[src/rtl/ddr_rd_capture.sv]
// Read-data capture and burst framing behind the DQ input DDR flops.
// A CAS-latency delay line marks the cycles that carry valid burst words.
module ddr_rd_capture #(
  parameter int DQ_WIDTH  = 16,
  parameter int BURST_LEN = 4
) (
  input  logic                  clk,
  input  logic                  rst_n,
  input  logic [3:0]            cas_lat,
  input  logic                  rd_cmd,
  input  logic [DQ_WIDTH-1:0]   dq_q0,
  input  logic [DQ_WIDTH-1:0]   dq_q1,
  output logic [2*DQ_WIDTH-1:0] rd_data,
  output logic                  rd_valid,
  output logic                  rd_last,
  output logic                  rd_busy,
  output logic                  rd_overrun
);

  localparam int N  = BURST_LEN / 2;
  localparam int CW = $clog2(N) + 1;

  logic [16:0]           dl_q, dl_d;
  logic [CW-1:0]         cnt_q, cnt_d;
  logic [2*DQ_WIDTH-1:0] data_q, data_d;
  logic                  valid_q, valid_d;
  logic                  last_q, last_d;
  logic                  overrun_q, overrun_d;

  logic [3:0]  eff_cl;
  logic [4:0]  tap_idx;
  logic [16:0] tap_mask;
  logic        hit;
  logic        cnt_nz;
  logic        active;

  // Delay line beyond the selected tap can no longer produce a hit,
  // so only the taps up to eff_cl+1 keep the block busy.
  always_comb begin
    eff_cl   = (cas_lat < 4'd2) ? 4'd2 : cas_lat;
    tap_idx  = {1'b0, eff_cl} + 5'd1;
    hit      = dl_q[tap_idx];
    tap_mask = '0;
    for (int i = 0; i < 17; i++) begin
      tap_mask[i] = (5'(i) <= tap_idx);
    end
  end

  always_comb begin
    cnt_nz    = (cnt_q != '0);
    active    = hit | cnt_nz;
    dl_d      = {dl_q[15:0], rd_cmd};
    cnt_d     = cnt_q;
    if (hit) begin
      cnt_d = CW'(N - 1);
    end else if (cnt_nz) begin
      cnt_d = cnt_q - CW'(1);
    end
    overrun_d = overrun_q | (hit & cnt_nz);
    valid_d   = active;
    last_d    = active & ~hit & (cnt_q == CW'(1));
    data_d    = active ? {dq_q1, dq_q0} : data_q;
  end

  always_ff @(posedge clk or negedge rst_n) begin
    if (!rst_n) begin
      dl_q      <= '0;
      cnt_q     <= '0;
      data_q    <= '0;
      valid_q   <= 1'b0;
      last_q    <= 1'b0;
      overrun_q <= 1'b0;
    end else begin
      dl_q      <= dl_d;
      cnt_q     <= cnt_d;
      data_q    <= data_d;
      valid_q   <= valid_d;
      last_q    <= last_d;
      overrun_q <= overrun_d;
    end
  end

  assign rd_data    = data_q;
  assign rd_valid   = valid_q;
  assign rd_last    = last_q;
  assign rd_overrun = overrun_q;
  assign rd_busy    = (|(dl_q & tap_mask)) | (cnt_q != '0) | valid_q;

endmodule

[config.mk]
export PLATFORM = sky130hd
export DESIGN_NAME = ddr_rd_capture
export DESIGN_NICKNAME = d
export VERILOG_FILES = /design/src/rtl/ddr_rd_capture.sv
export SDC_FILE = /design/constraint.sdc
export NUM_CORES = 1
export LEC_CHECK = 0
export CAP_MARGIN = 10
export CORE_MARGIN = 5
export CORE_UTILIZATION = 47
export DETAILED_ROUTE_END_ITERATION = 10
export PLACE_DENSITY = 0.9
export SLEW_MARGIN = 20
export SYNTH_ARGS = -nofsm -noshare
export SYNTH_HDL_FRONTEND = slang
export SYNTH_SLANG_ARGS = --single-unit
[constraint.sdc]
create_clock -name clk -period 5.1 [get_ports clk]
set_clock_uncertainty 0.1 [all_clocks]
set_input_delay 1.02 -clock clk [delete_from_list [all_inputs] [get_ports clk]]
set_output_delay 1.02 -clock clk [all_outputs]
set_load 0.005 [all_outputs]
==> summary by stage, run 1 <==
Finish
The number of nets in the finished design is 329. The final antenna diode count is 0. The top cell types in the final layout, fill and taps aside, are 72 x sky130_fd_sc_hd__clkdlybuf4s50_1, 54 x sky130_fd_sc_hd__dfrtp_1, 29 x sky130_fd_sc_hd__mux2_4. In the final layout, the share of cells above drive strength 1 is 22.5%. Leaving out fill and tap cells, the most frequent cell in the layout is sky130_fd_sc_hd__clkdlybuf4s50_1.

The area added between synthesis and finish is 36.9%. Leaving out filler cells and counting taps, the final layout contains 357.

Critical path
The data required time at the worst endpoint is 3.98 ns. The critical path launch point type is an input pin. Walking the worst path, the cells encountered are clkdlybuf4s50_1, nor2_1, or2_2, ha_2, buf_4, buf_4, nand2b_1, o22ai_1, a311oi_1, a311oi_1, nand4_1, clkdlybuf4s50_1. For the worst setup path, the data arrival time is 3.83 ns. The standard cell with the maximum stage delay on the critical path is sky130_fd_sc_hd__clkdlybuf4s50_1.

The worst setup path is captured at an output port. The start-to-end type of the worst setup path is in2out. The maximum fanout count along the critical path is 6. The largest single stage delay on the critical path is 0.54 ns.

STA
The worst relative slew slack is 56.6%. Setup repair after global routing left no endpoint under its margin. At the pin with the least slew margin, the transition time is 0.651 ns.

The smallest clock period supported by the final layout is computed as 4.95 ns. The count of endpoints failing hold in the final timing report is 0. The max-slew violation count is 0.

The setup TNS is 0 ns. The number of setup violations in the final report is 0. After layout, the worst setup slack is 0.154 ns. The final worst-path cycle share is 97.0%. The tightest hold path in the finished design has a slack of 0.310 ns. The top achievable clock speed is 0.202 GHz.

Power and ir drop
For this design the ratio of total power to cell area is 373 nW/um2. Of the total power, combinational logic draws 37.3%. Net switching is 27.2% of the power. The internal power of the cells totals 973 uW. Per report_power, the clock group accounts for 20.1% of the total. The power dissipated by switching net loads is 364 uW. The relative contribution of sequential cells to total power is 42.6%.

The worst ir drop on vdd is 0.218 mV. The analysis attributes to cell leakage a power of 0.00160 uW.

Clock tree
The clock tree from TritonCTS is yes. The later-pin clock latency in the skew report is 0.30 ns. The post-CTS setup repair buffer count is 0. For this design, the CTS-stage hold fixing added 0 buffers. The number of clock buffers added by TritonCTS is 5.

The clock tree root buffer cell is sky130_fd_sc_hd__clkbuf_8. After clock tree synthesis, the clock-pin slew on the worst setup and hold paths is 0.09 ns. The H-tree generated during clock tree synthesis spans 2 levels. The maximum clock insertion buffer count is 2. The sink count of the clock tree is 54.

The count of instances resized after the clock tree is built is 0.

Logic synthesis
The share of the Yosys chip area taken by registers is 51.6%. In the post-synthesis netlist, the biggest area contributors are sky130_fd_sc_hd__dfrtp_1 52%, sky130_fd_sc_hd__mux2_4 17%, sky130_fd_sc_hd__mux4_2 3.4%. The fraction of post-synthesis cell area in the top cell type by area is 51.6%. sky130_fd_sc_hd__dfrtp_1 takes more of the synthesized area than any other cell. In the synthesized netlist the dominant register cell turns out to be sky130_fd_sc_hd__dfrtp_1. The netlist uses 38 different library cells. The number of cells produced by synthesis is 203.

The post-synthesis average cell area is 12.9 um2. The number of warnings reported in the yosys synthesis log is 0. Counting flops with a built-in enable in the synthesized netlist gives 0. The synthesized design contains 54 register bits.

The post-synthesis instance area is 2620 um2. The share of synthesized registers carrying an async set or reset is 100%. Synthesis produced a netlist with a net count of 248.

Global route
The initial antenna violation count is 0. The first global-routing pass estimated 10100 um of wire. The global-route usage over all layers is 17.7%. Entering global routing, the biggest net connects 55 pins.

For this run the aggregate overflow at the end of global routing stands at 0. The via count of the first global-routing pass is 2120.

Job
The max-cap check violation count is 0.

Detailed routing
The per-cell via count in the routed design is 5.43. After detailed routing, the number of remaining DRC violations is 0. The total wire length after detailed routing is 5960 um.

In the final routed layout, each cell accounts on average for 16.7 um. The count of antenna-violating nets left after detailed routing is 0. Before antenna repair, the detailed router went through 4 iterations. The final route contains 1939 vias. The starting DRC count in detailed routing is 193.

Floorplanning
The number of core rows is 27. The chip width is 84.6 um. Once the floorplan was initialized, standard cells occupied 47.9% of the core.

The count of boundary I/O pins is 75. The core region is 5470 um2. From bottom edge to top edge, the die measures 84.6 um. The die area is 7160 um2.

Place
The count of port buffers added during placement is 74. At the end of routability-driven placement, the weighted congestion stood at 0.930. The total half-perimeter wirelength after legalization and detailed placement is 4500 um.

In this run, placement finished with an instance count of 349. Timing analysis after detailed placement gives a worst setup slack of 0.107 ns.

Worst hold path
The path class of the tightest hold or removal check is reg2reg.

Status
The run finished with clean final reports.
[cell usage after synthesis, types with 2 or more instances]
master                     instances
sky130_fd_sc_hd__o22ai_1           3
sky130_fd_sc_hd__nand3_1           3
sky130_fd_sc_hd__a311oi_1          3
sky130_fd_sc_hd__mux2_4           29
sky130_fd_sc_hd__mux4_2            4
sky130_fd_sc_hd__clkbuf_1          6
sky130_fd_sc_hd__a21oi_1           8
sky130_fd_sc_hd__nand2b_1          4
sky130_fd_sc_hd__and3b_1           3
sky130_fd_sc_hd__dfrtp_1          54
sky130_fd_sc_hd__nor3_1            2
sky130_fd_sc_hd__a21boi_0          2
sky130_fd_sc_hd__buf_6             3
sky130_fd_sc_hd__and2_1            2
sky130_fd_sc_hd__nand2_1          14
sky130_fd_sc_hd__buf_2             2
sky130_fd_sc_hd__o21ai_0          15
sky130_fd_sc_hd__or2_2             2
sky130_fd_sc_hd__mux2_2            3
sky130_fd_sc_hd__nor2b_1           2
sky130_fd_sc_hd__a221oi_1          2
sky130_fd_sc_hd__nor2_1            8
sky130_fd_sc_hd__inv_1             7
sky130_fd_sc_hd__o21bai_1          3
sky130_fd_sc_hd__ha_1              6
[area by class of cell]
cell class | count | area [um2]
clock buffer | 8 | 110
fill | 409 | 1890
inverter | 7 | 26.3
multi-input combinational | 131 | 1190
sequential | 54 | 1350
tap | 72 | 90.1
timing repair buffer | 85 | 821
[routing by layer]
metal  track usage, %  share of wire, %  vias to the layer above
met5                0                 0                        -
met4             8.49               3.1                        0
met3             4.02               7.2                       19
met2             30.0                50                      106
met1             21.3                39                      924
li1                 -                 -                      890
[path summary, 6_finish.rpt]
path	from	to	slack (ns)	cells after the start
max in group asynchronous	rst_n	dl_q[7]$_DFF_PN0_	3.75	2
min reg2reg	dl_q[15]$_DFF_PN0_	dl_q[16]$_DFF_PN0_	0.31	0
max	cas_lat[2]	rd_busy	0.15	12
min in group asynchronous	rst_n	rd_data[21]$_DFFE_PN0P_	0.71	2
max reg2reg	dl_q[0]$_DFF_PN0_	rd_data[15]$_DFFE_PN0P_	2.33	6
min	dl_q[15]$_DFF_PN0_	dl_q[16]$_DFF_PN0_	0.31	0
[power groups by stage]
stage                     combinational [uW]  clock (uW)  sequential, uW
after floorplan                          266           0             576
after global placement                   488           0             572
after global routing                     530         293             584
final                                    499         269             570
after detailed placement                 501           0             575
after CTS                                504         275             571
[sequential cells by signal, summed over array words and instances, names as in the netlist]
name,count
rd_overrun,1
rd_last,1
dl_q,17
rd_valid,1
cnt_q,2
rd_data,32
[through the flow]
step | area [um2] | power, uW | util (%)
floorplan | 2620 | 842 | -
global placement | 3460 | 1060 | 63.2
detailed placement | 3460 | 1080 | 63.2
CTS | 3570 | 1350 | 65.2
global route | 3580 | 1410 | 65.5
finish | 3580 | 1340 | 65.5
[cell families (layout without fill, tap and decap cells)]
group | count (synthesis) | count (layout) | synth area share (%)
xor gates and xnor gates | 1 | 1 | 0.335
adders and majority gates | 6 | 6 | 2.87
DFF | 54 | 54 | 51.6
buffers and inverters | 18 | 100 | 3.54
and+or+nand+nor | 46 | 46 | 9.70
AOI/OAI and AO/OA | 42 | 42 | 10.6
muxes | 36 | 36 | 21.4
[critical path: cells and delay by family]
| family | cells | cell delay [ns] |
|---|---|---|
| AOI/OAI and AO/OA | 3 | 0.58 |
| buffers and inverters | 4 | 1.32 |
| and+or+nand+nor | 4 | 0.69 |
| adders and majority gates | 1 | 0.22 |
(Power assumes the default switching activity.)
==> run 2: changes to the inputs <==
Settings changed: HOLD_SLACK_MARGIN from default to 0.15, SKIP_CTS_REPAIR_TIMING from default to 1.
==> results of run 2 <==
No change in the layout: final DEF, timing and power equal those of run 1.
